## config.mk

```make
export PLATFORM = sky130hd
export DESIGN_NAME = serial_mag_comparator
export DESIGN_NICKNAME = d
export VERILOG_FILES = /design/src/rtl/serial_mag_comparator_pkg.sv /design/src/rtl/serial_mag_comparator_cell.sv /design/src/rtl/serial_mag_comparator.sv
export SDC_FILE = /design/constraint.sdc
export NUM_CORES = 1
export LEC_CHECK = 0
export CORE_ASPECT_RATIO = 0.8
export CORE_MARGIN = 3
export CORE_UTILIZATION = 49
export CTS_BUF_LIST = sky130_fd_sc_hd__clkbuf_4 sky130_fd_sc_hd__clkbuf_8 sky130_fd_sc_hd__clkbuf_16
export DETAILED_ROUTE_END_ITERATION = 10
export PLACE_DENSITY = 0.83
export SLEW_MARGIN = 15
export SYNTH_ARGS = -nofsm -noshare
export SYNTH_HDL_FRONTEND = slang
export SYNTH_HIERARCHICAL = 1
export SYNTH_SLANG_ARGS = --single-unit
```

## constraint.sdc

```tcl
create_clock -name clk -period 1.55 [get_ports clk]
set_input_delay 0.2325 -clock clk [delete_from_list [all_inputs] [get_ports clk]]
set_output_delay 0.2325 -clock clk [all_outputs]
set_load 0.005 [all_outputs]
```

## src/rtl/serial_mag_comparator_pkg.sv

```systemverilog
// cmp_pkg: shared types for the bit-serial magnitude comparator.
//   state_t  - controller states (IDLE, SHIFT, DONE)
//   rel_t    - cascade relation triple {e, l, g}
//   REL_INIT - cascade seed before any bit has been compared (equal so far)
package cmp_pkg;

  typedef enum logic [1:0] {
    IDLE,
    SHIFT,
    DONE
  } state_t;

  typedef struct packed {
    logic e;
    logic l;
    logic g;
  } rel_t;

  localparam rel_t REL_INIT = '{e: 1'b1, l: 1'b0, g: 1'b0};

endpackage

```

## src/rtl/serial_mag_comparator_cell.sv

```systemverilog
// cmp_cell: one stage of a magnitude-comparator cascade, purely combinational.
// Ports:
//   a_bit_i - current bit of operand A
//   b_bit_i - current bit of operand B
//   rel_i   - relation accumulated over the more significant bits
//   rel_o   - relation including this bit
module cmp_cell
  import cmp_pkg::*;
(
  input  logic a_bit_i,
  input  logic b_bit_i,
  input  rel_t rel_i,
  output rel_t rel_o
);

  // Once a more significant bit has decided (e=0), the l/g result is frozen;
  // only while still equal can this bit set one of them.
  always_comb begin
    rel_o   = rel_i;
    rel_o.e = rel_i.e & ~(a_bit_i ^ b_bit_i);
    rel_o.l = rel_i.l | (rel_i.e & ~a_bit_i & b_bit_i);
    rel_o.g = rel_i.g | (rel_i.e & a_bit_i & ~b_bit_i);
  end

endmodule

```

## src/rtl/serial_mag_comparator.sv

```systemverilog
// serial_mag_comparator: compares two unsigned WIDTH-bit operands one bit per
// clock, MSB first, by feeding a single cmp_cell back on itself.
// Ports:
//   clk, rst             - clock, asynchronous active-high reset
//   in_valid / in_ready  - operand handshake (a, b sampled on accept)
//   out_valid / out_ready- result handshake
//   eq, lt, gt           - final relation of A against B (held until next result)
//   busy                 - high while comparing or holding a result
//   cycles               - number of bits compared to reach the current result
module serial_mag_comparator
  import cmp_pkg::*;
#(
  parameter int WIDTH      = 8,
  parameter bit EARLY_EXIT = 1'b0
) (
  input  logic                       clk,
  input  logic                       rst,
  input  logic                       in_valid,
  output logic                       in_ready,
  input  logic [WIDTH-1:0]           a,
  input  logic [WIDTH-1:0]           b,
  output logic                       out_valid,
  input  logic                       out_ready,
  output logic                       eq,
  output logic                       lt,
  output logic                       gt,
  output logic                       busy,
  output logic [$clog2(WIDTH+1)-1:0] cycles
);

  localparam int CW = $clog2(WIDTH+1);
  localparam logic [CW-1:0] LAST_BIT = CW'(WIDTH-1);

  state_t           state_q, state_d;
  logic [WIDTH-1:0] sa_q, sa_d;
  logic [WIDTH-1:0] sb_q, sb_d;
  rel_t             rel_q, rel_d;
  logic [CW-1:0]    cnt_q, cnt_d;
  rel_t             res_q, res_d;
  logic [CW-1:0]    cyc_q, cyc_d;
  rel_t             cellOut;

  cmp_cell u_cell (
    .a_bit_i (sa_q[WIDTH-1]),
    .b_bit_i (sb_q[WIDTH-1]),
    .rel_i   (rel_q),
    .rel_o   (cellOut)
  );

  // Next-state logic. The published result (res/cyc) is a separate register
  // from the working cascade so it can stay visible while the next
  // comparison is running and after the result handshake completes.
  always_comb begin
    state_d = state_q;
    sa_d    = sa_q;
    sb_d    = sb_q;
    rel_d   = rel_q;
    cnt_d   = cnt_q;
    res_d   = res_q;
    cyc_d   = cyc_q;
    case (state_q)
      IDLE: begin
        if (in_valid) begin
          sa_d    = a;
          sb_d    = b;
          rel_d   = REL_INIT;
          cnt_d   = '0;
          state_d = SHIFT;
        end
      end
      SHIFT: begin
        rel_d = cellOut;
        sa_d  = sa_q << 1;
        sb_d  = sb_q << 1;
        cnt_d = cnt_q + 1'b1;
        if ((cnt_q == LAST_BIT) || (EARLY_EXIT && !cellOut.e)) begin
          res_d   = cellOut;
          cyc_d   = cnt_q + 1'b1;
          state_d = DONE;
        end
      end
      DONE: begin
        if (out_ready) begin
          state_d = IDLE;
        end
      end
      default: state_d = IDLE;
    endcase
  end

  // State and datapath registers; reset abandons any comparison in flight.
  always_ff @(posedge clk or posedge rst) begin
    if (rst) begin
      state_q <= IDLE;
      sa_q    <= '0;
      sb_q    <= '0;
      rel_q   <= '0;
      cnt_q   <= '0;
      res_q   <= '0;
      cyc_q   <= '0;
    end else begin
      state_q <= state_d;
      sa_q    <= sa_d;
      sb_q    <= sb_d;
      rel_q   <= rel_d;
      cnt_q   <= cnt_d;
      res_q   <= res_d;
      cyc_q   <= cyc_d;
    end
  end

  assign in_ready  = (state_q == IDLE);
  assign out_valid = (state_q == DONE);
  assign busy      = (state_q != IDLE);
  assign eq        = res_q.e;
  assign lt        = res_q.l;
  assign gt        = res_q.g;
  assign cycles    = cyc_q;

endmodule
```

==> results of run 1 <==
kinds of logic after synthesis:
group | count (synthesis) | share of synthesized area
muxes | 7 | 0.0546
AOI/OAI and AO/OA | 42 | 0.203
DFF | 32 | 0.572
adders and majority gates | 1 | 0.00894
and+or+nand+nor | 31 | 0.108
xor gates and xnor gates | 1 | 0.00626
buffers and inverters | 15 | 0.0465
power groups by stage:
stage | logic [W] | clock network, W | registers (W)
detailed placement | 0.00119 | 0 | 0.00139
global placement | 0.00114 | 0 | 0.00136
finish | 0.00143 | 0.000720 | 0.00139
CTS | 0.00127 | 0.000721 | 0.00136
floorplan | 0.000724 | 0 | 0.00133
global route | 0.00155 | 0.000768 | 0.00142
registers in the layout, summed over array words and instances, names as in the netlist:
register  count
cnt_q         4
cycles        4
eq            1
gt            1
lt            1
rel_q         3
sa_q          8
sb_q          8
state_q       2
worst reg2reg max path, cell delays in order (launching register included):
cell,delay [ns]
dfrtp_1,0.41
buf_6,0.13
nand2b_2,0.20
nor3_4,0.22
buf_4,0.18
mux2_4,0.31
final cells by class:
class / instances / area (µm²) / share of cell area
clock inverters: 1 / 30.0 / 0.0148
multi-input cells: 82 / 569 / 0.281
flip-flops and latches: 32 / 801 / 0.396
well taps: 36 / 45.0 / 0.0222
repair buffers: 53 / 484 / 0.239
clock buffers: 7 / 65.1 / 0.0321
inverters: 8 / 30.0 / 0.0148
metal layers:
layer / GRT usage / vias to the layer above / share of wire
li1: - / 565 / -
met1: 0.243 / 582 / 0.42
met3: 0.0585 / 11 / 0.054
met5: 0 / - / 0
met2: 0.361 / 43 / 0.51
met4: 0.0793 / 0 / 0.024
per-stage QoR:
step | util | power (W) | instance area [µm²]
2_1_floorplan | - | 0.00206 | 1400
3_3_place_gp | 0.696 | 0.00250 | 1800
3_5_place_dp | 0.696 | 0.00258 | 1800
4_1_cts | 0.750 | 0.00336 | 1940
5_1_grt | 0.784 | 0.00374 | 2020
6_report | 0.784 | 0.00353 | 2020
worst paths after layout:
check / from / endpoint
max: state_q[1]$_DFFE_PP0P_ / lt$_DFFE_PP0P_
min: rst / sb_q[3]$_DFFE_PP0P_
max reg2reg: state_q[1]$_DFFE_PP0P_ / lt$_DFFE_PP0P_
min reg2reg: sa_q[2]$_DFFE_PP0P_ / sa_q[2]$_DFFE_PP0P_
max in group asynchronous: rst / cycles[2]$_DFFE_PP0P_
min in group clk: out_ready / state_q[1]$_DFFE_PP0P_
timing repair:
| action | in CTS | in global routing |
|---|---|---|
| gates resized for setup | 10 | 16 |
| setup endpoints to repair | 3 | 25 |
| cloned | 0 | 1 |
| setup buffers | 5 | 5 |
| pin swaps | 1 | 1 |
placed cells by master (no fill, tap or decap), types with 5 or more instances in the layout:
cell	instances
dfrtp_1	32
clkdlybuf4s50_1	26
buf_4	18
nand2_1	17
a22oi_1	14
o21ai_0	13
inv_1	7
a22o_1	6
clkbuf_4	5
==> flow_metrics.py, run 1 <==
metrics = {
    "cts": {
        "cts_sinks": 32,
        "cts_root_buffer": "clkbuf_4",
        "cts_buffer_depth": 2,
        "insertion_delay_ns": 0.34,
        "htree_num_levels": 2,
        "cts_tree": "yes",
        "cts-hold-fix-buffers": 0,
        "path_clk_slew_ns": 0.10,
        "numCtsBuffers": 5,
    },
    "finish": {
        "nNetsFinal": 203,
        "drive_gt1_frac": 0.268,
        "nFillCells": 136,
        "n_antenna_cell": 0,
        "stdcell_count": 219,
        "area_growth_pct": 44.7,
    },
    "timing": {
        "period_minus_slack_ns": 1.56,
        "final.period_utilization": 1.00,
        "rsz0062_at_grt": "yes",
        "setup_violations": 1,
        "drv_slew": 0,
        "worst_pin_slew_ns": 0.400,
        "tns_ns": -0.00520,
        "maxSlewHeadroom": 0.733,
        "timing.final.ws_setup_ns": -0.00520,
        "max_freq_mhz": 643,
        "hold_ws_ns": 0.257,
        "final_hold_viol_count": 0,
        "skew_ns": 0.0121,
    },
    "place": {
        "routabilityCongestion": 0.752,
        "dpl.hpwl_um": 2360,
        "pre_cts_ws_ns": 0.00536,
        "portBuffers": 29,
        "place_inst": 200,
    },
    "synth": {
        "postSynthCellCount": 129,
        "syn_avg_cell_area_um2": 10.8,
        "synth.distinct_cells": 26,
        "synth_flop_cell": "dfrtp_1",
        "yosysTopAreaCell": "dfrtp_1",
        "syn-num-nets": 150,
        "netlist_area_um2": 1400,
        "ys_warn_count": 6,
        "synth-seq-area-share": 0.572,
        "synthTopCellsByCount": "dfrtp_1 (32), nand2_1 (17), o21ai_0 (15)",
        "synth_top_cell_area_share": 0.572,
        "synthTopCellsByArea": "dfrtp_1 (57%), a22oi_1 (7.5%), o21ai_0 (5.4%)",
        "async_flop_share": 1.00,
        "synth.most_common_cell": "dfrtp_1",
        "synth_edf_count": 0,
        "ys_ff_latch": 32,
    },
    "setup_path": {
        "crit_family": "simple AND/OR/NAND/NOR gates",
        "crit_slowest_cell": "dfrtp_1",
        "slowest_delay_ns": 0.41,
        "cp.required_ns": 1.78,
        "arrival_ns": 1.78,
        "worst-setup-path-type": "reg -> reg",
        "crit_buf_inv": 2,
        "reg2reg_setup_slack_ns": -0.005,
        "startpoint_type": "flip-flop",
        "path_cells": "buf_6 -> nand2b_2 -> nor3_4 -> buf_4 -> mux2_4",
        "cp_max_fo": 3,
        "cp_num_cells": 5,
        "crit_path_end_kind": "flip-flop",
        "ff2ff_path_depth": 5,
    },
    "floorplan": {
        "die_x_um": 65.7,
        "die-area_um2": 3540,
        "std_cell_rows": 16,
        "dieHeight_um": 53.8,
        "ios": 30,
        "initial_utilization": 0.542,
        "core_area_um2": 2580,
    },
    "outcome": {
        "status": "complete, but fails checks",
        "violations": "setup timing",
    },
    "hold_path": {
        "min-delay-path-class": "in -> async",
    },
    "global_routing": {
        "antenna_found_initial": 0,
        "grt_pass1_vias": 1204,
        "grt_max_degree": 33,
        "grt_pass1_wl_um": 5380,
        "grt_usage": 0.206,
        "overflow": 0,
    },
    "pwr": {
        "p_seq_frac": 0.393,
        "p_int_w": 0.00237,
        "switching_share": 0.328,
        "p_leak_nw": 0.932,
        "clockPowerShare": 0.204,
        "peakVddDrop_mv": 1.05,
        "power.density_nw_per_um2": 1740,
        "switching_power_w": 0.00116,
        "pwr-share-comb": 0.404,
    },
    "route": {
        "routed-via-count": 1201,
        "wl_per_cell_um": 16.7,
        "first_iter_violations": 91,
        "ant_nets": 0,
        "route.detailed.drc": 0,
        "wirelength_um": 3660,
        "via_per_inst": 5.48,
        "first_pass_iters": 5,
    },
    "flow_run": {
        "drv_cap": 0,
    },
}
(Power assumes the default switching activity.)
==> run 2, diff against run 1 <==
Settings changed: ABC_CLOCK_PERIOD_IN_PS from default to 1550.
==> results of run 2 <==
Final layout, timing and power as in run 1 (identical DEF).
==> run 3, diff against run 2 <==
Settings changed: ABC_CLOCK_PERIOD_IN_PS 1550 to 1400, CORE_UTILIZATION 49 to 44, PLACE_DENSITY 0.83 to 0.79.
Clock period 1.55 ns to 1.4 ns, I/O delays scaled along.
==> flow_metrics.py, run 3 (same netlist as run 1, synthesis figures left out) <==
metrics = {
    "outcome": {
        "status": "complete, but fails checks",
        "violations": "setup timing",
    },
    "global_routing": {
        "antenna_found_initial": 0,
        "grt_usage": 0.200,
        "grt_pass1_wl_um": 6070,
        "grt_pass1_vias": 1278,
        "overflow": 0,
        "grt_max_degree": 33,
    },
    "route": {
        "via_per_inst": 5.49,
        "first_pass_iters": 4,
        "first_iter_violations": 112,
        "wl_met3_um": 172,
        "routed-via-count": 1241,
        "wl_met1_um": 1680,
        "wl_per_cell_um": 17.9,
        "ant_nets": 0,
        "top_layer_used": "met4",
        "wirelength_um": 4040,
        "route.detailed.drc": 0,
        "met2_length_um": 2100,
    },
    "cts": {
        "insertion_delay_ns": 0.28,
        "cts_sinks": 32,
        "cts_root_buffer": "clkbuf_8",
        "numCtsBuffers": 5,
        "path_clk_slew_ns": 0.06,
        "cts_buffer_depth": 2,
        "htree_num_levels": 2,
        "cts-hold-fix-buffers": 0,
        "cts_tree": "yes",
    },
    "timing": {
        "period_minus_slack_ns": 1.46,
        "hold_ws_ns": 0.315,
        "timing.final.ws_setup_ns": -0.0576,
        "worst_pin_slew_ns": 0.405,
        "final_hold_viol_count": 0,
        "tns_ns": -0.508,
        "max_freq_mhz": 686,
        "skew_ns": 0.00607,
        "final.period_utilization": 1.04,
        "rsz0062_at_grt": "yes",
        "setup_violations": 18,
        "drv_slew": 0,
        "maxSlewHeadroom": 0.730,
    },
    "floorplan": {
        "std_cell_rows": 17,
        "die-area_um2": 3900,
        "core_area_um2": 2890,
        "initial_utilization": 0.484,
        "ios": 30,
        "die_x_um": 69.0,
        "dieHeight_um": 56.4,
    },
    "place": {
        "portBuffers": 29,
        "routabilityCongestion": 0.817,
        "pre_cts_ws_ns": -0.0656,
        "dpl.hpwl_um": 2270,
    },
    "finish": {
        "nNetsFinal": 208,
        "mostFrequentLayoutCells": "dfrtp_1 (32), clkdlybuf4s50_1 (25), nand2_1 (17), buf_4 (17), o21ai_1 (13)",
        "drive_gt1_frac": 0.356,
        "final_common_cell": "dfrtp_1",
        "reg.largest.list": "sa_q (8), sb_q (8)",
        "n_antenna_cell": 0,
        "area_growth_pct": 57.2,
    },
    "pwr": {
        "p_leak_nw": 0.998,
        "peakVddDrop_mv": 1.07,
        "power.density_nw_per_um2": 1940,
    },
    "setup_path": {
        "path_cells": "buf_6 -> buf_6 -> buf_12 -> buf_4 -> nor2b_1 -> a22o_1",
        "crit_slowest_cell": "dfrtp_1",
        "crit_family": "buffers and inverters",
        "cp.required_ns": 1.61,
        "ff2ff_path_depth": 6,
        "crit_buf_inv": 4,
        "worst-setup-path-type": "reg -> reg",
        "startpoint": "state_q[0]$_DFFE_PP0P_",
        "startpoint_type": "flip-flop",
        "slowest_delay_ns": 0.37,
        "cp_max_fo": 6,
        "reg2reg_setup_slack_ns": -0.06,
        "crit_top_cell": "buf_6",
        "crit_path_end_kind": "flip-flop",
        "r2r_start": "state_q[0]$_DFFE_PP0P_",
        "arrival_ns": 1.67,
        "timing.rr.end": "cnt_q[1]$_DFFE_PP0P_",
    },
    "flow_run": {
        "drv_cap": 0,
    },
    "hold_path": {
        "min-delay-path-class": "in -> async",
    },
}
run 3: layout make-up:
class,count,area [µm²]
Tap cell,38,47.5
Sequential cell,32,801
Fill cell,179,694
Timing Repair Buffer,58,573
Multi-Input combinational cell,82,649
Clock buffer,8,97.6
Inverter,8,30.0
run 3: worst min-delay path, cell delays in order:
cell and delay [ns]:
clkdlybuf4s50_1 0.40, inv_1 0.05, buf_4 0.36
run 3: what timing repair did:
| item | CTS | global route |
|---|---|---|
| setup endpoints to repair | 8 | 34 |
| pin swaps | 1 | 14 |
| setup buffers | 7 | 8 |
| resized for setup | 36 | 30 |
| cloned | 0 | 0 |
run 3: per-stage QoR:
| stage | cells | total power (W) | utilization | area, µm² |
|---|---|---|---|---|
| global placement | 203 | 0.00281 | 0.633 | 1830 |
| global route | 226 | 0.00450 | 0.760 | 2200 |
| detailed placement | 203 | 0.00291 | 0.633 | 1830 |
| floorplan | 129 | 0.00228 | - | 1400 |
| CTS | 218 | 0.00384 | 0.695 | 2010 |
| finish | 226 | 0.00427 | 0.760 | 2200 |
run 3: worst max-delay path by stage:
stage | to | cells past startpoint
detailed placement | out_valid | 3
global placement | in_ready | 3
floorplan | cycles[1]$_DFFE_PP0P_ | 4
CTS | sb_q[2]$_DFFE_PP0P_ | 8
global route | gt$_DFFE_PP0P_ | 5
finish | cnt_q[1]$_DFFE_PP0P_ | 6
run 3: where the power goes:
part           internal (W)  total (W)  switching, W
sequential          0.00127    0.00154      0.000271
clock              0.000439   0.000764      0.000325
combinational       0.00112    0.00196      0.000840
total               0.00283    0.00427       0.00144
run 3: per-layer routing:
layer / up-vias / GRT usage
li1: 572 / -
met1: 627 / 0.246
met2: 34 / 0.318
met3: 8 / 0.0823
met4: 0 / 0.0669
met5: - / 0
